[src/rtl/spi_rom_arbiter.sv]
// Two-requester arbiter that serves SPI flash reads (03h + 24-bit address),
// returning bytes on rd_data/rd_valid with a starvation guard for requester 1.
module spi_rom_arbiter #(
  parameter int GAP_CYCLES   = 2,
  parameter int STARVE_LIMIT = 4
) (
  input  logic        clk,
  input  logic        reset,
  input  logic        req0,
  input  logic        req1,
  input  logic [23:0] addr0,
  input  logic [23:0] addr1,
  input  logic [4:0]  len0,
  input  logic [4:0]  len1,
  output logic        gnt0,
  output logic        gnt1,
  output logic [7:0]  rd_data,
  output logic        rd_valid,
  output logic        rd_last,
  output logic        rd_src,
  output logic        busy,
  output logic        spi_cs,
  output logic        spi_sclk,
  output logic        spi_mosi,
  input  logic        spi_miso
);

  localparam logic [3:0] SL      = 4'(STARVE_LIMIT);
  localparam logic [3:0] GAP_END = 4'(GAP_CYCLES - 1);

  typedef enum logic [2:0] {IDLE, CMD, ADDR, DATA, GAP} state_t;
  state_t state, state_n;

  logic [8:0]  bit_idx, nxt_idx, end_idx;
  logic        phase;          // 1: next edge raises sclk, 0: next edge shifts a bit
  logic [30:0] sh;
  logic [7:0]  dsh;
  logic [3:0]  gap_cnt, starve_cnt;
  logic        accept, pick1, shifting;
  logic [4:0]  len_sel;
  logic [5:0]  n_bytes;

  always_comb begin
    pick1    = req1 && (!req0 || starve_cnt == SL);
    accept   = (state == IDLE) && (req0 || req1);
    nxt_idx  = bit_idx + 9'd1;
    shifting = (state inside {CMD, ADDR, DATA}) && !phase;
    len_sel  = pick1 ? len1 : len0;
    n_bytes  = (len_sel == 5'd0) ? 6'd32 : {1'b0, len_sel};
    state_n  = state;
    case (state)
      IDLE: if (accept) state_n = CMD;
      CMD, ADDR, DATA:
        if (shifting) begin
          if (nxt_idx == end_idx)     state_n = GAP;
          else if (nxt_idx >= 9'd32)  state_n = DATA;
          else if (nxt_idx >= 9'd8)   state_n = ADDR;
        end
      GAP:  if (gap_cnt == GAP_END) state_n = IDLE;
      default: state_n = IDLE;
    endcase
  end

  always_ff @(posedge clk) begin
    if (reset) state <= IDLE;
    else       state <= state_n;
  end

  assign busy = (state != IDLE);

  always_ff @(posedge clk) begin
    if (reset) begin
      gnt0 <= 1'b0; gnt1 <= 1'b0; rd_data <= '0; rd_valid <= 1'b0; rd_last <= 1'b0;
      rd_src <= 1'b0; spi_cs <= 1'b0; spi_sclk <= 1'b0; spi_mosi <= 1'b0;
      bit_idx <= '0; end_idx <= '0; phase <= 1'b0; sh <= '0; dsh <= '0;
      gap_cnt <= '0; starve_cnt <= '0;
    end else begin
      gnt0     <= 1'b0;
      gnt1     <= 1'b0;
      rd_valid <= 1'b0;
      rd_last  <= 1'b0;
      case (state)
        IDLE: begin
          // Starvation count only tracks req0 wins that happen while req1 waits.
          if (!req1 || (accept && pick1)) starve_cnt <= '0;
          else if (accept && starve_cnt != SL) starve_cnt <= starve_cnt + 4'd1;
          if (accept) begin
            gnt0     <= !pick1;
            gnt1     <= pick1;
            rd_src   <= pick1;
            sh       <= {7'b0000011, pick1 ? addr1 : addr0};
            end_idx  <= 9'd32 + {n_bytes, 3'b000};
            bit_idx  <= '0;
            phase    <= 1'b1;
            spi_cs   <= 1'b1;
            spi_sclk <= 1'b0;
            spi_mosi <= 1'b0;  // MSB of 03h
          end
        end
        CMD, ADDR, DATA: begin
          if (phase) begin
            spi_sclk <= 1'b1;
            phase    <= 1'b0;
            if (state == DATA) begin
              dsh <= {dsh[6:0], spi_miso};
              if (bit_idx[2:0] == 3'd7) begin
                rd_data  <= {dsh[6:0], spi_miso};
                rd_valid <= 1'b1;
                rd_last  <= (nxt_idx == end_idx);
              end
            end
          end else begin
            spi_sclk <= 1'b0;
            if (nxt_idx == end_idx) begin
              spi_cs   <= 1'b0;
              spi_mosi <= 1'b0;
              gap_cnt  <= '0;
            end else begin
              spi_mosi <= (nxt_idx < 9'd32) ? sh[30] : 1'b0;
              sh       <= {sh[29:0], 1'b0};
              bit_idx  <= nxt_idx;
              phase    <= 1'b1;
            end
          end
        end
        GAP:     gap_cnt <= gap_cnt + 4'd1;
        default: ;
      endcase
    end
  end

endmodule

[config.mk]
export PLATFORM = sky130hd
export DESIGN_NAME = spi_rom_arbiter
export DESIGN_NICKNAME = d
export VERILOG_FILES = /design/src/rtl/spi_rom_arbiter.sv
export SDC_FILE = /design/constraint.sdc
export NUM_CORES = 1
export LEC_CHECK = 0
export ABC_AREA = 1
export CAP_MARGIN = 15
export CORE_ASPECT_RATIO = 0.75
export CORE_MARGIN = 2
export CORE_UTILIZATION = 50
export CTS_BUF_LIST = sky130_fd_sc_hd__clkbuf_4 sky130_fd_sc_hd__clkbuf_8 sky130_fd_sc_hd__clkbuf_16
export CTS_CLUSTER_SIZE = 30
export DETAILED_ROUTE_END_ITERATION = 6
export PLACE_DENSITY = 0.75
export SETUP_SLACK_MARGIN = 0.05
export SKIP_LAST_GASP = 1
export SLEW_MARGIN = 20
export SYNTH_ARGS = -nofsm -noshare
export SYNTH_HDL_FRONTEND = slang
export SYNTH_SLANG_ARGS = --single-unit
[constraint.sdc]
create_clock -name clk -period 5.8 [get_ports clk]
set_clock_uncertainty 0.1 [all_clocks]
set_input_delay 1.45 -clock clk [delete_from_list [all_inputs] [get_ports clk]]
set_output_delay 1.45 -clock clk [all_outputs]
set_load 0.05 [all_outputs]
==> results.sh, run 1 <==
export IMPL_outcome="completed"
export IMPL_async_flop_share_pct=0
export IMPL_seqCellArea_um2=1620
export IMPL_initial_utilization_pct=51.6
export IMPL_finalCriticalPeriod_ns=3.70
export IMPL_antenna_found_initial=0
export IMPL_netlist_top_cells_area="dfxtp_1 40%, nand2_1 19%, nor2_1 6.4%"
export IMPL_ir_worst_vdd_mv=0.261
export IMPL_max_freq_mhz=270
export IMPL_avgSynthCellArea_um2=6.56
export IMPL_synth_area_um2=4090
export IMPL_dr_first_iter_drc_count=245
export IMPL_grt_start_max_net_pins=50
export IMPL_syn2layout_area_growth_pct=24.8
export IMPL_critPathSlowestCell="clkdlybuf4s50_1"
export IMPL_whs_path_depth=2
export IMPL_final_area_um2=5100
export IMPL_drcViolationCount=0
export IMPL_fin_crit_sh_pct=63.8
export IMPL_maxCapViolCount=0
export IMPL_cp_end_kind="primary output"
export IMPL_whs_endpoint="sh[26]"
export IMPL_cts_sink_count=81
export IMPL_finalSetupTns_ns=0
export IMPL_clk_path_buf_depth=2
export IMPL_final_max_slew_viol_count=0
export IMPL_power_density_nw_per_um2=395
export IMPL_rr_startpoint="state[2]"
export IMPL_worst_hold_slack_ns=0.359
export IMPL_grt_total_usage_pct=23.0
export IMPL_synth_yosys_seq_area_share_pct=39.7
export IMPL_yosysMostFrequentCell="nand2_1"
export IMPL_syn_inst=623
export IMPL_drive_gt1_share_pct=6.19
export IMPL_nFillCells=748
export IMPL_crit_path_max_incr_delay_ns=0.75
export IMPL_io_buffers=79
export IMPL_ys_ff_latch=81
export IMPL_h_tree_depth=3
export IMPL_diodes=0
export IMPL_hold_viol_final=0
export IMPL_post_cts_buffers=0
export IMPL_die_y_um=82.3
export IMPL_multi_input_area_um2=2150
export IMPL_holdCritStartpoint="sh[25]"
export IMPL_cts_root_buffer_cell="clkbuf_8"
export IMPL_rsz0062_at_grt="false"
export IMPL_relSlewSlack_pct=39.1
export IMPL_hpwl_um=7080
export IMPL_routed_wl_um=9890
export IMPL_worst_r2r_path_depth=12
export IMPL_fp_row_count=28
export IMPL_hold_buffers=0
export IMPL_via_count=4100
export IMPL_grt_first_pass_wirelength_um=16100
export IMPL_p_leak_nw=2.26
export IMPL_arrival_ns=2.15
export IMPL_syn_num_nets=694
export IMPL_grt_ovfl_total=0
export IMPL_post_cts_resized=0
export IMPL_grt_pass1_vias=3648
export IMPL_core_area_um2=7920
export IMPL_drt_pass1_iterations=5
export IMPL_ff2ff_setup_slack_ns=2.72
export IMPL_required_ns=4.25
export IMPL_synth_distinct_cells=31
export IMPL_layout_nets=761
export IMPL_yosys_top_cells_count="212 x nand2_1, 81 x dfxtp_1, 70 x nor2_1, 52 x nand3_1, 45 x inv_1"
export IMPL_hp_class="flip-flop to flip-flop"
export IMPL_gp_congestion=0.887
export IMPL_die_w_um=108
export IMPL_path_class="flip-flop to primary output"
export IMPL_path_cells="nor2_1, inv_1, nor2_1, inv_1, clkdlybuf4s50_1"
export IMPL_cts_tree="built"
export IMPL_placed_cell_area_um2=4900
export IMPL_drtAntennaViolNets=0
export IMPL_clk_latency_ns=0.36
export IMPL_synth_top_area_share_pct=39.7
export IMPL_io_pins=80
export IMPL_worst_pin_slew_ns=0.913
export IMPL_clk_pin_slew_ns=0.08
export IMPL_numCtsBuffers=9
export IMPL_cp_max_fo=7
export IMPL_dieArea_um2=8920
export IMPL_synth_edf_count=0
export IMPL_start_kind="flip-flop"
export IMPL_wl_per_cell_um=12.4
export IMPL_via_per_inst=5.13
export IMPL_synth_main_ff_cell="dfxtp_1"
export IMPL_yosys_warnings=0
export IMPL_setup_violations=0
export IMPL_r2r_end="sh[12]"
export IMPL_yosysTopAreaCell="dfxtp_1"
[worst max-delay path: cells and delay by family, from the launching register on]
kind | cells | cell delay (ns)
flip-flops | 1 | 0.32
AND/OR/NAND/NOR | 2 | 0.44
buffers and inverters | 3 | 1.03
[metrics by stage]
stage | instances | util [%] | total power, mW | worst slack, ns
final | 800 | 64.4 | 2.01 | 2.10
after detailed placement | 784 | 61.9 | 1.60 | 1.76
after global routing | 800 | 64.4 | 2.19 | 1.94
after floorplan | 623 | - | 1.42 | 3.05
after CTS | 800 | 64.4 | 2.02 | 2.10
after global placement | 784 | 61.9 | 1.58 | 1.92
[cell families (layout without fill, tap and decap cells)]
group	count (synthesis)	after routing	share of synthesized area, %
mux	1	1	0.245
compound gates	86	86	10.9
simple gates	369	369	38.3
xor+xnor	4	4	0.858
fa+ha+maj	8	8	2.45
flops	81	81	39.7
buf+inv	74	146	7.56
[worst max-delay path by stage]
stage                        start         end
after global routing          req0  end_idx[6]
after detailed placement      req0  end_idx[6]
after CTS                 state[0]        busy
after floorplan               req0  end_idx[6]
after global placement        req0  end_idx[7]
final                     state[1]        busy
[sequential cells by signal, summed over array words and instances, names as in the netlist, 3 cells and up]
signal,flops
sh,31
rd_data,8
starve_cnt,4
state,3
bit_idx,9
gap_cnt,4
end_idx,6
dsh,7
[power by group]
| group | internal [mW] | switching [mW] | leakage (nW) |
|---|---|---|---|
| logic | 0.280 | 0.535 | 1.49 |
| registers | 0.700 | 0.0861 | 0.663 |
| clock network | 0.208 | 0.204 | 0.100 |
| total | 1.19 | 0.824 | 2.26 |
[per-layer routing]
metal  global-route usage (%)  wire length, um  share of wire [%]
met1                     29.6             4770                 48
met2                     38.1             4480                 45
met3                     5.49              476                4.8
met4                     8.08              165                1.7
met5                        0                0                  0
[final cells by class]
type / instances / area share (%)
Multi-Input combinational cell: 468 / 42.2
Sequential cell: 81 / 31.8
Timing Repair Buffer: 83 / 16.1
Inverter: 47 / 3.46
Clock buffer: 11 / 2.72
Tap cell: 105 / 2.58
Clock inverter: 5 / 1.10
[placed cells by master (no fill, tap or decap)]
| cell | Yosys | routed |
|---|---|---|
| o21a_1 | 1 | 1 |
| bufinv_16 | 0 | 1 |
| nor2_4 | 3 | 3 |
| nand2_4 | 1 | 1 |
| inv_1 | 45 | 45 |
| a31oi_1 | 2 | 2 |
| inv_2 | 1 | 1 |
| nand4_1 | 6 | 6 |
| ha_1 | 8 | 8 |
| clkinvlp_4 | 0 | 1 |
| nor3_1 | 4 | 4 |
| clkbuf_4 | 0 | 2 |
| nor2_2 | 12 | 12 |
| clkbuf_8 | 0 | 9 |
| clkinv_1 | 1 | 1 |
| xnor2_1 | 1 | 1 |
| nand3_2 | 2 | 2 |
| or2_2 | 1 | 1 |
| clkdlybuf4s50_1 | 0 | 79 |
| a21oi_1 | 38 | 38 |
| o211ai_1 | 1 | 1 |
| a211oi_1 | 2 | 2 |
| nand2_1 | 212 | 212 |
| o21ai_0 | 41 | 41 |
| xor2_1 | 3 | 3 |
| nand3_1 | 52 | 52 |
| clkinv_4 | 0 | 1 |
| nand2_2 | 3 | 3 |
| nor2_1 | 70 | 70 |
| mux2i_1 | 1 | 1 |
| o31ai_1 | 1 | 1 |
| buf_4 | 1 | 4 |
| nand3b_1 | 3 | 3 |
| dfxtp_1 | 81 | 81 |
| clkinv_2 | 0 | 2 |
(Power assumes the default switching activity.)
==> inputs of run 2 (changes only) <==
- CORE_UTILIZATION: 50 -> 47
- PLACE_DENSITY: 0.75 -> 0.74
- clock period: 5.8 -> 3.4 ns (I/O delays scaled with it)
==> run 2 against run 1 <==
Sequential power increased by 72%. Die area increased by 6.1%. Combinational power increased by 77%. Cell area increased by 3.0%. Worst setup slack got worse by 1.5 ns. Critical path type unchanged. Highest routed layer unchanged. Largest cell class unchanged. Hold slack improved by 0.0037 ns.
==> results.sh, run 2 (synthesis gave the netlist of run 1 again) <==
export IMPL_grt_first_pass_wirelength_um=17300
export IMPL_grt_total_usage_pct=22.4
export IMPL_gp_congestion=0.841
export IMPL_hold_viol_final=0
export IMPL_setup_violations=0
export IMPL_cts_sink_count=81
export IMPL_dp_slack_ns=0.419
export IMPL_post_cts_buffers=0
export IMPL_cts_root_buffer_cell="clkbuf_16"
export IMPL_arrival_ns=1.87
export IMPL_finalCriticalPeriod_ns=2.82
export IMPL_whs_path_depth=2
export IMPL_via_per_inst=4.98
export IMPL_whs_endpoint="sh[28]"
export IMPL_h_tree_depth=3
export IMPL_diodes=0
export IMPL_top_register="sh"
export IMPL_drive_gt1_share_pct=6.59
export IMPL_cts_tree="built"
export IMPL_dr_first_iter_drc_count=241
export IMPL_rr_startpoint="bit_idx[1]"
export IMPL_worst_pin_slew_ns=0.523
export IMPL_fin_crit_sh_pct=82.9
export IMPL_max_freq_mhz=355
export IMPL_core_area_um2=8450
export IMPL_dpl_cell_count=791
export IMPL_routed_wl_um=10300
export IMPL_initial_utilization_pct=48.3
export IMPL_drtAntennaViolNets=0
export IMPL_wl_per_cell_um=12.7
export IMPL_layout_commonest_cell="nand2_1"
export IMPL_drcViolationCount=0
export IMPL_numCtsBuffers=9
export IMPL_layout_cells_non_filler=806
export IMPL_final_max_slew_viol_count=0
export IMPL_layout_nets=765
export IMPL_cp_end_kind="primary output"
export IMPL_power_density_nw_per_um2=718
export IMPL_outcome="completed"
export IMPL_start_kind="flip-flop"
export IMPL_r2r_end="sh[24]"
export IMPL_finalSetupTns_ns=0
export IMPL_drt_pass1_iterations=5
export IMPL_worst_r2r_path_depth=13
export IMPL_die_y_um=84.7
export IMPL_dieArea_um2=9460
export IMPL_clk_latency_ns=0.34
export IMPL_holdCritStartpoint="sh[27]"
export IMPL_die_w_um=112
export IMPL_hpwl_um=7130
export IMPL_ff2ff_setup_slack_ns=0.70
export IMPL_rsz0062_at_grt="false"
export IMPL_fp_row_count=29
export IMPL_post_cts_resized=0
export IMPL_layout_common_cells="212 x nand2_1, 81 x dfxtp_1, 79 x clkdlybuf4s50_1, 70 x nor2_1, 52 x nand3_1"
export IMPL_antenna_found_initial=0
export IMPL_p_leak_nw=2.33
export IMPL_via_count=4013
export IMPL_grt_pass1_vias=3781
export IMPL_clk_pin_slew_ns=0.06
export IMPL_clk_path_buf_depth=2
export IMPL_required_ns=2.45
export IMPL_hp_class="flip-flop to flip-flop"
export IMPL_cp_max_fo=6
export IMPL_layout_setup_ws_ns=0.582
export IMPL_largest_reg_flops=31
export IMPL_path_class="flip-flop to primary output"
export IMPL_relSlewSlack_pct=65.0
export IMPL_io_buffers=79
export IMPL_io_pins=80
export IMPL_maxCapViolCount=0
export IMPL_ir_worst_vdd_mv=0.433
export IMPL_syn2layout_area_growth_pct=28.5
export IMPL_grt_start_max_net_pins=47
export IMPL_top_regs="sh: 31 flops, bit_idx: 9 flops, rd_data: 8 flops"
export IMPL_grt_ovfl_total=0
export IMPL_hold_buffers=0
## run 2: cell count changes in the layout (fill, tap and decap cells not counted), sizes merged
cell / delta
buf: +4
clkinv: -1
clkbuf: +1
clkinvlp: -1
## run 2: layer usage
metal / global-route usage [%] / vias up / part of all wire [%]
li1: - / 2123 / -
met1: 29.7 / 1805 / 49
met2: 35.2 / 72 / 45
met3: 5.92 / 13 / 4.9
met4: 8.64 / 0 / 1.6
met5: 0 / - / 0
## run 2: power by group
group	leakage (nW)	switching (mW)	total, mW	internal [mW]
registers	0.663	0.150	1.35	1.20
clock network	0.152	0.372	0.982	0.610
logic	1.52	0.929	1.44	0.512
## run 2: how the worst max path moves through the flow
stage                     depth (start not counted)          to  slack [ns]      from
after CTS                                         5        busy        0.59  state[0]
after global routing                              5        busy        0.47  state[1]
final                                             5        busy        0.58  state[0]
after floorplan                                   9  end_idx[6]        1.25      req0
after detailed placement                         11       sh[6]        0.42      req0
after global placement                           11      sh[23]        0.50      req1
## run 2: critical path: stages, from the launching register on
cell	delay [ns]
dfxtp_1	0.33
nor2_1	0.05
inv_1	0.08
nor2_1	0.06
inv_1	0.16
clkdlybuf4s50_1	0.84
## run 2: final cells by class
class / count / area, um^2
Fill cell: 780 / 3200
Multi-Input combinational cell: 468 / 2150
Sequential cell: 81 / 1620
Timing Repair Buffer: 87 / 863
Clock buffer: 12 / 260
Inverter: 47 / 176
Tap cell: 108 / 135
Clock inverter: 3 / 40.0
## run 2: metrics by stage
step                cell area (um^2)  total power, mW  util [%]  hold WS (ns)
floorplan                       4090             2.42         -         0.336
global placement                4950             2.74      58.6         0.346
detailed placement              4950             2.79      58.6         0.352
CTS                             5250             3.78      62.1         0.363
global route                    5250             4.05      62.1         0.372
finish                          5250             3.77      62.1         0.363
